--- config.mk ---
export PLATFORM = sky130hd
export DESIGN_NAME = instr_fetch_unit
export DESIGN_NICKNAME = d
export VERILOG_FILES = /design/src/rtl/fetch_pkg.sv /design/src/rtl/fetch_fifo.sv /design/src/rtl/instr_fetch_unit.sv
export SDC_FILE = /design/constraint.sdc
export NUM_CORES = 1
export LEC_CHECK = 0
export ABC_CLOCK_PERIOD_IN_PS = 8150
export CAP_MARGIN = 10
export CORE_MARGIN = 4
export CORE_UTILIZATION = 51
export DETAILED_ROUTE_END_ITERATION = 6
export DONT_BUFFER_PORTS = 1
export PLACE_DENSITY = 0.66
export SLEW_MARGIN = 20
export SYNTH_ARGS = -nofsm -noshare
export SYNTH_HDL_FRONTEND = slang
export SYNTH_SLANG_ARGS = --single-unit
--- constraint.sdc ---
create_clock -name clk -period 8.15 [get_ports clk]
set_input_delay 0 -clock clk [delete_from_list [all_inputs] [get_ports clk]]
set_output_delay 0 -clock clk [all_outputs]
set_load 0.05 [all_outputs]
--- src/rtl/fetch_pkg.sv ---
// Shared types and constants for the instruction fetch unit.
// FETCH_HALT_DETECT_EN enables HALT_OPCODE detection in instr_fetch_unit.
package fetch_pkg;

    localparam int PC_W    = 6;
    localparam int INSTR_W = 16;

    localparam logic [INSTR_W-1:0] HALT_OPCODE = 16'hFFFF;

    typedef struct packed {
        logic [PC_W-1:0]    pc;
        logic [INSTR_W-1:0] instr;
    } fetch_entry_t;

    typedef enum logic {
        FETCH = 1'b0,
        FLUSH = 1'b1
    } fetch_state_t;

endpackage

--- src/rtl/fetch_fifo.sv ---
// DEPTH-entry synchronous prefetch FIFO with flush. When full, a push is
// still accepted if a pop happens in the same cycle (write-through).
module fetch_fifo
    import fetch_pkg::*;
#(
    parameter int DEPTH = 2
) (
    input  logic         clk,
    input  logic         rst_n,
    input  logic         flush,
    input  logic         push,
    input  logic         pop,
    input  fetch_entry_t wdata,
    output fetch_entry_t rdata,
    output logic         empty,
    output logic         full
);

    localparam int PTR_W = $clog2(DEPTH);
    localparam int CNT_W = $clog2(DEPTH + 1);

    fetch_entry_t     mem [DEPTH];
    logic [PTR_W-1:0] wptr;
    logic [PTR_W-1:0] rptr;
    logic [CNT_W-1:0] count;
    logic             do_push;
    logic             do_pop;

    assign empty   = (count == '0);
    assign full    = (count == CNT_W'(DEPTH));
    assign do_pop  = pop & ~empty & ~flush;
    assign do_push = push & (~full | do_pop) & ~flush;
    assign rdata   = mem[rptr];

    // NOTE: sequential state uses non-blocking assignments so every flop
    // samples the pre-edge values, regardless of statement order.
    always_ff @(posedge clk or negedge rst_n) begin
        if (!rst_n) begin
            wptr  <= '0;
            rptr  <= '0;
            count <= '0;
        end else if (flush) begin
            wptr  <= '0;
            rptr  <= '0;
            count <= '0;
        end else begin
            if (do_push) wptr <= wptr + PTR_W'(1);
            if (do_pop)  rptr <= rptr + PTR_W'(1);
            count <= count + CNT_W'(do_push) - CNT_W'(do_pop);
        end
    end

    // NOTE: storage is not reset; count gates visibility, so stale contents
    // are never presented and the array can map onto plain registers/RAM.
    always_ff @(posedge clk) begin
        if (do_push) mem[wptr] <= wdata;
    end

endmodule

--- src/rtl/instr_fetch_unit.sv ---
// Program counter, redirect FSM and prefetch buffer feeding decode.
// Define FETCH_HALT_DETECT_EN to stop fetching after HALT_OPCODE (adds port halted).
module instr_fetch_unit
    import fetch_pkg::*;
#(
    parameter int              DEPTH    = 2,
    parameter logic [PC_W-1:0] RESET_PC = '0
) (
    input  logic               clk,
    input  logic               rst_n,
    output logic [PC_W-1:0]    imem_addr,
    input  logic [INSTR_W-1:0] imem_data,
    input  logic               redirect_valid,
    input  logic [PC_W-1:0]    redirect_pc,
`ifdef FETCH_HALT_DETECT_EN
    output logic               halted,
`endif
    output logic               dec_valid,
    input  logic               dec_ready,
    output logic [INSTR_W-1:0] dec_instr,
    output logic [PC_W-1:0]    dec_pc
);

    fetch_state_t    state;
    fetch_state_t    state_next;
    logic [PC_W-1:0] pc;
    fetch_entry_t    head;
    fetch_entry_t    wr_entry;
    logic            fifo_empty;
    logic            fifo_full;
    logic            pop;
    logic            fetch;
    logic            stop;

    assign imem_addr = pc;
    assign dec_valid = ~fifo_empty & (state == FETCH);
    assign pop       = dec_valid & dec_ready;
    assign fetch     = ~redirect_valid & (~fifo_full | pop) & ~stop;
    assign dec_instr = dec_valid ? head.instr : '0;
    assign dec_pc    = dec_valid ? head.pc    : '0;
    assign wr_entry  = '{pc: pc, instr: imem_data};

`ifdef FETCH_HALT_DETECT_EN
    // Halt sticks until a redirect; queued instructions still drain.
    always_ff @(posedge clk or negedge rst_n) begin
        if (!rst_n)                                halted <= 1'b0;
        else if (redirect_valid)                   halted <= 1'b0;
        else if (fetch && imem_data == HALT_OPCODE) halted <= 1'b1;
    end
    assign stop = halted;
`else
    assign stop = 1'b0;
`endif

    // Redirect wins over fetch; PC wraps naturally at 2^PC_W.
    always_ff @(posedge clk or negedge rst_n) begin
        if (!rst_n)              pc <= RESET_PC;
        else if (redirect_valid) pc <= redirect_pc;
        else if (fetch)          pc <= pc + PC_W'(1);
    end

    always_ff @(posedge clk or negedge rst_n) begin
        if (!rst_n) state <= FETCH;
        else        state <= state_next;
    end

    // NOTE: next-state defaults to the current state before the case, so
    // no path leaves state_next unassigned and no latch is inferred.
    always_comb begin
        state_next = state;
        case (state)
            FETCH:   if (redirect_valid) state_next = FLUSH;
            FLUSH:   state_next = redirect_valid ? FLUSH : FETCH;
            default: state_next = FETCH;
        endcase
    end

    fetch_fifo #(
        .DEPTH (DEPTH)
    ) u_fifo (
        .clk   (clk),
        .rst_n (rst_n),
        .flush (redirect_valid),
        .push  (fetch),
        .pop   (pop),
        .wdata (wr_entry),
        .rdata (head),
        .empty (fifo_empty),
        .full  (fifo_full)
    );

endmodule

==> key figures, run 1 <==
Power
  – Logic pwr share: 22.4%
  – Clock power share: 22.5%
  – Peak supply drop: 0.0001290 V
  – Sw Ratio: 34.02%
  – Switching power: 0.2413 mW
  – P_int: 0.4682 mW
  – Power per cell area: 260.2 nW/um^2
  – Flop pwr share: 55.1%
  – Leakage power: 0.9619 nW

Timing
  – Worst Tran Pin Value: 0.9581 ns
  – Final Hold Viols: 0
  – Sum Neg Setup Slack: 0 ns
  – Worst hold margin: 0.09479 ns
  – Slew Viols, Final: 0
  – Slew HR: 36.09%
  – Fin crit share: 26.82%
  – Post-route clock skew: 0.007438 ns
  – Final setup fails: 0
  – Min Tclk post-route: 2.186 ns
  – Max Clock Freq: 0.4575 GHz
  – RSZ-0062 raised after global routing: false

Route
  – DR pass1 iterations: 4
  – Vias/cell: 5.585
  – Drc violations: 0
  – Vias: 1385
  – WL/cell: 17.25 microns
  – Total Wirelength: 4279 microns
  – Post-DRT Antenna Nets: 0
  – DRT iter0 DRCs: 70

Final layout
  – Most frequent cells in the layout: edfxtp_1 (44), nor2_1 (28), dlygate4sd3_1 (25)
  – Core Util, Final: 62.19%
  – Commonest non-fill, non-tap cell in the layout: edfxtp_1
  – Diode count: 0
  – Filler-free cell count of the finished design: 248
  – Layout cells sized above 1: 6.633%
  – Final nets: 224
  – P&R area growth vs syn: 17.40%
  – Post-Layout Inst Area: 2726 sq um

Placed design
  – DP HPWL: 2831 microns
  – Port Buf Inserts: 0
  – Post-DP Area: 2375 sq um
  – DP Cell Count: 215
  – Final GP Congestion: 0.8083

Setup path
  – Worst setup SP type: register
  – CP max FO: 26
  – CP required: 8.31 ns
  – Setup crit end kind: register
  – Worst r2r path cells: 6
  – Worst Path Arrival: 2.35 ns
  – CP Class: register to register

Global routing
  – GR Overflow Total: 0
  – First-pass GRT wire length: 6658 microns
  – Antenna violations before repair: 0
  – Vias in the first global route: 1429
  – GRT Total Usage: 15.84%
  – Largest net degree at the start of global routing: 27

Outcome
  – Status: finished clean

Yosys
  – Post-synthesis xor/xnor area fraction: 0.7543%
  – Compound-cell area share of the yosys netlist: 6.304%
  – Proportion of synthesized area in mux cells: 9.483%
  – Largest family of logic cells by synthesized area: simple AND/OR/NAND/NOR gates
  – Avg Cell Area, Syn: 13.82 sq um
  – Net Count, Synth: 197
  – Synthesis Warnings: 0
  – Synth cell types: 33
  – Synth Register Bits: 55
  – Post-synthesis simple-gate area fraction: 10.45%
  – Syn Inst Count: 168
  – Adder-cell share of the synthesized area: 1.616%
  – Register area share after synthesis: 68.75%
  – Post-Syn Area: 2322 sq um

Clock network
  – Register clock-pin slew on the reported worst setup and hold paths: 0.09 ns
  – Post-cts sizing count: 0
  – CTS buffer count: 5
  – Num Clock Sinks: 55
  – Clk_lat worst skew: 0.30 ns
  – Post-CTS setup buffer count: 0
  – Hold-fix buffers, CTS: 25
  – CTS Buffer Depth: 2
  – Clk Tree Root Cell: clkbuf_8
  – H-tree depth: 2
  – CTS tree: done

Floorplan
  – Die Wd: 75.48 microns
  – Std-Cell Core Area: 4384 sq um
  – Row count: 24
  – Initial Utilization: 52.97%
  – Die area: 5697 sq um
  – Top-Level Pins: 55
  – Die Y: 75.48 microns

Hold path
  – Worst Hold Class: input pin to register
  – Min-Delay Path Depth: 3

Flow run
  – Max-capacitance violation count: 0
[cell families (layout without fill, tap and decap cells)]
family / count (synthesis) / in the layout
multiplexers: 22 / 22
XOR/XNOR: 2 / 2
AO/OA/AOI/OAI: 20 / 20
buffers and inverters: 13 / 41
adder cells (fa/ha/maj): 3 / 3
flip-flops: 55 / 55
AND/OR/NAND/NOR: 53 / 53
[power by group through the flow]
stage / registers, mW / logic [mW] / clock network (mW)
after global routing: 0.396 / 0.172 / 0.176
after floorplan: 0.385 / 0.136 / 0
after detailed placement: 0.398 / 0.147 / 0
final: 0.391 / 0.159 / 0.160
after global placement: 0.395 / 0.145 / 0
after CTS: 0.391 / 0.161 / 0.165
[stage by stage]
stage	power (mW)	worst slack, ns
floorplan	0.5209	5.324
global placement	0.5397	6.046
detailed placement	0.5451	5.947
CTS	0.7171	5.913
global route	0.7441	5.730
finish	0.7095	5.964
[flip-flops by register name, indices dropped and copies added (netlist names)]
signal and count:
imem_addr 6, state 1, u_fifo.count 2, u_fifo.mem 44, u_fifo.rptr 1, u_fifo.wptr 1
[layer usage]
layer / global-route usage, % / vias to the layer above / routed length (microns)
li1: - / 666 / -
met1: 17.59 / 675 / 1670
met2: 29.63 / 42 / 2329
met3: 4.881 / 2 / 270
met4: 3.495 / 0 / 8
met5: 0 / - / 0
[cell usage after synthesis]
| master | n | area share [%] |
|---|---|---|
| a2111o_1 | 1 | 0.48 |
| a21boi_0 | 3 | 0.97 |
| a21boi_1 | 1 | 0.32 |
| a21oi_1 | 2 | 0.43 |
| a31oi_1 | 2 | 0.54 |
| and2_1 | 1 | 0.27 |
| and2b_1 | 1 | 0.32 |
| and2b_4 | 1 | 0.43 |
| and3_1 | 1 | 0.27 |
| buf_1 | 1 | 0.16 |
| buf_2 | 4 | 0.86 |
| buf_4 | 2 | 0.65 |
| dfrtp_1 | 11 | 12 |
| edfxtp_1 | 44 | 57 |
| ha_1 | 3 | 1.6 |
| inv_1 | 6 | 0.97 |
| mux2i_1 | 22 | 9.5 |
| nand2_1 | 8 | 1.3 |
| nand2b_1 | 2 | 0.54 |
| nand3_1 | 2 | 0.43 |
| nor2_1 | 28 | 4.5 |
| nor2b_1 | 1 | 0.27 |
| nor3_1 | 5 | 1.1 |
| nor3b_1 | 1 | 0.32 |
| nor4bb_1 | 1 | 0.43 |
| o211ai_1 | 6 | 1.9 |
| o21ai_0 | 2 | 0.43 |
| o21bai_2 | 1 | 0.48 |
| o311ai_1 | 1 | 0.38 |
| o31ai_1 | 1 | 0.32 |
| or3_1 | 1 | 0.27 |
| xnor2_1 | 1 | 0.38 |
| xor2_1 | 1 | 0.38 |
[worst max-delay path: stages (launching register included)]
cell,delay (ns)
dfrtp_1,0.43
o21bai_2,0.78
nor3_1,0.10
ha_1,0.32
inv_1,0.04
ha_1,0.25
nor2b_1,0.13
[path summary, 6_finish.rpt]
path / endpoint / slack (ns) / from
min in group asynchronous: imem_addr[0] / 0.11 / rst_n
max in group asynchronous: u_fifo.rptr / 7.65 / rst_n
worst min register to register: u_fifo.wptr / 0.70 / u_fifo.wptr
worst min-delay path: u_fifo.count[0] / 0.09 / redirect_valid
worst max-delay path: u_fifo.count[0] / 5.96 / u_fifo.count[1]
worst max register to register: u_fifo.count[0] / 5.96 / u_fifo.count[1]
[final cells by class]
cell class / count / area [sq um]
Inverter: 6 / 22.52
Fill cell: 345 / 1658
Clock buffer: 8 / 101.3
Timing Repair Buffer: 27 / 265.3
Tap cell: 52 / 65.06
Multi-Input combinational cell: 100 / 674.4
Sequential cell: 55 / 1598
Note: power is estimated with default switching activity, not from simulation.
==> inputs of run 2 (changes only) <==
Settings changed: ABC_AREA from default to 1, ABC_CLOCK_PERIOD_IN_PS 8150 to 2300.
Clock period 8.15 ns to 2.3 ns, I/O delays scaled along.
==> key figures, run 2 <==
Clock network
  – CTS buffer count: 5
  – CTS Buffer Depth: 2
  – Register clock-pin slew on the reported worst setup and hold paths: 0.09 ns
  – CTS tree: done
  – Num Clock Sinks: 55
  – Post-CTS setup buffer count: 0
  – Clk Tree Root Cell: clkbuf_8
  – H-tree depth: 2
  – Clk_lat worst skew: 0.30 ns

Power
  – Flop pwr share: 51.6%
  – Switching power: 1.111 mW
  – Logic pwr share: 29.1%
  – Sw Ratio: 38.48%
  – P_int: 1.776 mW
  – Power, Total: 2.887 mW
  – Clock power share: 19.4%
  – Leakage power: 1.402 nW
  – Power per cell area: 979.0 nW/um^2
  – Peak supply drop: 0.0004511 V

Global routing
  – Antenna violations before repair: 0
  – First-pass GRT wire length: 7548 microns
  – GR Overflow Total: 0
  – Vias in the first global route: 1560
  – GRT Total Usage: 15.86%
  – Largest net degree at the start of global routing: 24

Timing
  – Sum Neg Setup Slack: 0 ns
  – Post-route clock skew: 0.002922 ns
  – Worst setup margin: 0.5037 ns
  – Fin crit share: 78.10%
  – Worst Tran Pin Value: 0.6804 ns
  – Slew Viols, Final: 0
  – Max Clock Freq: 0.5567 GHz
  – RSZ-0062 raised after global routing: false
  – Slew HR: 54.64%
  – Final Hold Viols: 0
  – Final setup fails: 0
  – Min Tclk post-route: 1.796 ns

Final layout
  – Final nets: 308
  – Max reg flops: 44
  – Diode count: 0
  – Fill cells: 419
  – Most flops, register: u_fifo.mem
  – Commonest non-fill, non-tap cell in the layout: nand2_1
  – P&R area growth vs syn: 16.17%
  – Filler-free cell count of the finished design: 347
  – Layout cells sized above 1: 11.43%
  – Most frequent cells in the layout: nand2_1 (108), edfxtp_1 (44), inv_1 (34)

Route
  – WL/cell: 13.04 microns
  – Drc violations: 0
  – Post-DRT Antenna Nets: 0
  – DRT iter0 DRCs: 84
  – Vias: 1616
  – Total Wirelength: 4525 microns
  – Vias/cell: 4.657
  – DR pass1 iterations: 4

Yosys
  – Post-synth top area share: 52.05%
  – Register area share after synthesis: 62.89%
  – Ys flop type: edfxtp_1
  – EDFF count, synth: 44
  – Async S/R FF share, synth: 20.00%
  – Count leader, synth: nand2_1
  – Syn Inst Count: 250
  – Synthesis Warnings: 0
  – Synth cell types: 29
  – Synth Register Bits: 55
  – Area contributors post-synth: edfxtp_1 (52%), nand2_1 (16%), dfrtp_1 (11%), inv_1 (5.0%), nand3_1 (1.8%)
  – Post-Syn Area: 2539 sq um
  – Net Count, Synth: 279
  – Avg Cell Area, Syn: 10.15 sq um
  – Commonest cells in the netlist: nand2_1 (108), edfxtp_1 (44), inv_1 (34)
  – Area leader, netlist: edfxtp_1

Placed design
  – DP HPWL: 2888 microns
  – Place WS: 0.7028 ns
  – DP Cell Count: 314
  – Port Buf Inserts: 0
  – Final GP Congestion: 0.7640

Floorplan
  – Std-Cell Core Area: 4786 sq um
  – Top-Level Pins: 55
  – Die Y: 78.56 microns
  – Row count: 25
  – Initial Utilization: 53.05%
  – Die Wd: 78.56 microns
  – Die area: 6171 sq um

Setup path
  – CP Class: register to output pin
  – CP required: 2.30 ns
  – Worst Path Arrival: 1.80 ns
  – CP max FO: 23
  – Worst setup SP type: register
  – Setup crit end kind: output pin

Hold path
  – Worst Hold Class: input pin to asynchronous set/reset pin

Outcome
  – Status: finished clean

Flow run
  – Max-capacitance violation count: 0
## run 2: metrics by stage
stage	area, sq um	util (%)	hold slack [ns]
floorplan	2539	-	-0.2956
global placement	2599	54.30	-0.2952
detailed placement	2599	54.30	-0.2951
CTS	2949	61.62	0.1325
global route	2949	61.62	0.1305
finish	2949	61.62	0.1131
## run 2: layer usage
layer | global-route usage (%) | routed length, microns
met1 | 19.06 | 1871
met2 | 27.50 | 2391
met5 | 0 | 0
met3 | 4.243 | 196
met4 | 5.245 | 67
## run 2: worst paths after layout
kind,slack (ns),start,depth (start not counted),end
setup reg to reg,0.70,imem_addr[0],6,imem_addr[2]
max in group asynchronous,1.83,rst_n,1,state
hold / removal,0.11,rst_n,1,imem_addr[1]
min in group clk,0.27,redirect_valid,5,u_fifo.count[1]
hold reg to reg,0.57,u_fifo.wptr,1,u_fifo.wptr
setup / recovery,0.50,u_fifo.count[0],4,dec_pc[3]
## run 2: logic make-up (layout without fill, tap and decap cells)
family	after synthesis	count (layout)	share of synthesized area [%]
buf+inv	46	76	8.378
xor+xnor	2	2	0.6901
flops	55	55	62.89
mux	1	1	0.8871
fa+ha+maj	3	3	1.479
simple gates	133	133	22.43
compound gates	10	10	3.253
## run 2: worst max-delay path, cell delays in order, from the launching register on
cell and delay, ns:
dfrtp_1 0.38, inv_2 0.08, a21oi_4 0.53, nand2_1 0.14, inv_1 0.36
## run 2: timing repair
item	CTS	global route
hold buffers	25	0
gates resized for setup	0	0
hold endpoints to repair	53	0
## run 2: power by group through the flow
| stage | Sequential (mW) | Clock [mW] | Combinational [mW] |
|---|---|---|---|
| after floorplan | 1.49 | 0 | 0.706 |
| after global placement | 1.51 | 0 | 0.795 |
| after detailed placement | 1.52 | 0 | 0.804 |
| after CTS | 1.49 | 0.571 | 0.851 |
| after global routing | 1.51 | 0.629 | 0.932 |
| final | 1.49 | 0.559 | 0.840 |
## run 2: cell type report
cell class / count / area [sq um] / area share (%)
sequential: 55 / 1597 / 54.14
timing repair buffer: 31 / 295.3 / 10.01
clock buffer: 8 / 100.1 / 3.394
inverter: 37 / 138.9 / 4.709
multi-input combinational: 149 / 734.5 / 24.90
tap: 67 / 83.83 / 2.843
==> inputs of run 3 (changes only) <==
Settings changed: ABC_AREA 1 to 0, ABC_CLOCK_PERIOD_IN_PS 2300 to 1800.
Clock period 2.3 ns to 1.8 ns, I/O delays scaled along.
==> key figures, run 3 (synthesis gave the netlist of run 1 again) <==
Floorplan
  – Die area: 5697 sq um
  – Die Y: 75.48 microns
  – Initial Utilization: 52.97%
  – Top-Level Pins: 55
  – Std-Cell Core Area: 4384 sq um
  – Die Wd: 75.48 microns
  – Row count: 24

Route
  – Total Wirelength: 4780 microns
  – Post-DRT Antenna Nets: 0
  – Vias: 1578
  – Vias/cell: 5.556
  – DRT iter0 DRCs: 71
  – WL/cell: 16.83 microns
  – DR pass1 iterations: 4
  – Drc violations: 0

Final layout
  – P&R area growth vs syn: 30.55%
  – Diode count: 0
  – Layout cells sized above 1: 21.98%
  – Fill cells: 312
  – Filler-free cell count of the finished design: 284
  – Final nets: 261
  – Most frequent cells in the layout: edfxtp_1 (44), buf_4 (38), nor2_1 (27)
  – Most flops, register: u_fifo.mem
  – Max reg flops: 44
  – Commonest non-fill, non-tap cell in the layout: edfxtp_1

Timing
  – Min Tclk post-route: 1.625 ns
  – Slew Viols, Final: 0
  – Worst hold margin: 0.04668 ns
  – RSZ-0062 raised after global routing: false
  – Max Clock Freq: 0.6154 GHz
  – Slew HR: 46.23%
  – Sum Neg Setup Slack: 0 ns
  – Post-route clock skew: 0.009675 ns
  – Worst Tran Pin Value: 0.8039 ns
  – Final setup fails: 0
  – Final Hold Viols: 0
  – Fin crit share: 90.27%

Placed design
  – Final GP Congestion: 0.8154
  – Port Buf Inserts: 0
  – DP HPWL: 3145 microns
  – DP Cell Count: 251

Power
  – Power per cell area: 1153 nW/um^2
  – Leakage power: 1.155 nW
  – Peak supply drop: 0.0006199 V
  – Power, Total: 3.496 mW

Clock network
  – CTS Buffer Depth: 2
  – Clk_lat worst skew: 0.30 ns
  – Register clock-pin slew on the reported worst setup and hold paths: 0.09 ns
  – CTS tree: done
  – Num Clock Sinks: 55
  – H-tree depth: 2
  – CTS buffer count: 5
  – Clk Tree Root Cell: clkbuf_8

Setup path
  – CP Class: register to register
  – Setup crit end kind: register
  – CP required: 1.96 ns
  – Worst Path Arrival: 1.79 ns
  – Worst setup SP type: register
  – CP max FO: 3

Global routing
  – GR Overflow Total: 0
  – GRT Total Usage: 17.83%
  – Vias in the first global route: 1641
  – First-pass GRT wire length: 7479 microns
  – Antenna violations before repair: 0
  – Largest net degree at the start of global routing: 26

Flow run
  – Max-capacitance violation count: 0

Outcome
  – Status: finished clean

Hold path
  – Worst Hold Class: input pin to register
==> run 3: cell types whose count changed in the layout (fill, tap and decap cells not counted), moves of 6 or more <==
| cell | delta |
|---|---|
| buf_4 | +32 |
| inv_1 | -28 |
| mux2i_1 | +22 |
| nand2_1 | -100 |
| nand3_1 | -7 |
| nor2_1 | +23 |
| o211ai_1 | +6 |
==> run 3: final cells by class <==
type | count | area, sq um | share of cell area (%)
clock inverters | 2 | 37.54 | 1.238
clock buffers | 5 | 68.82 | 2.270
well taps | 52 | 65.06 | 2.146
inverters | 6 | 22.52 | 0.7429
flip-flops and latches | 55 | 1597 | 52.66
repair buffers | 63 | 535.5 | 17.66
multi-input cells | 101 | 705.7 | 23.28
==> run 3: final timing paths <==
check | start | endpoint | slack, ns | cells after the start
worst max-delay path | u_fifo.count[1] | u_fifo.count[1] | 0.18 | 8
worst min-delay path | redirect_valid | u_fifo.mem[1][2] | 0.05 | 2
worst max register to register | u_fifo.count[1] | u_fifo.count[1] | 0.18 | 8
worst min register to register | imem_addr[0] | u_fifo.mem[1][16] | 0.57 | 0
max in group asynchronous | rst_n | u_fifo.count[0] | 1.33 | 1
min in group asynchronous | rst_n | imem_addr[3] | 0.11 | 1
==> run 3: report_power, final <==
group / internal [mW] / switching, mW / leakage, nW
registers: 1.56 / 0.0744 / 0.547
logic: 0.364 / 0.710 / 0.558
clock network: 0.407 / 0.379 / 0.0502
==> run 3: what timing repair did <==
item,in CTS,in global routing
setup endpoints to repair,22,2
endpoints found under the hold margin,76,0
gates cloned,1,0
pin swaps,1,0
hold buffers,25,0
resized for setup,1,1
setup buffers,0,0
==> run 3: per-layer routing <==
metal | global-route usage, % | share of wire, % | up-vias
met5 | 0 | 0 | -
met3 | 5.145 | 7.6 | 4
met4 | 4.854 | 0.50 | 0
met2 | 31.54 | 52 | 66
met1 | 21.28 | 40 | 769
li1 | - | - | 739
==> run 3: through the flow <==
| step | worst slack [ns] | area [sq um] | util [%] |
|---|---|---|---|
| floorplan | -0.008298 | 2345 | - |
| global placement | -0.01392 | 2656 | 60.59 |
| detailed placement | -0.05678 | 2656 | 60.59 |
| CTS | 0.02840 | 3029 | 69.09 |
| global route | 0.07804 | 3032 | 69.15 |
| finish | 0.1751 | 3032 | 69.15 |
==> run 3: worst max-delay path, stage by stage (launching register included) <==
cell and delay [ns]:
dfrtp_1 0.40, buf_4 0.15, o21bai_2 0.16, nor3_1 0.07
ha_1 0.27, inv_1 0.04, ha_1 0.18, xnor2_1 0.16
nor2_1 0.06
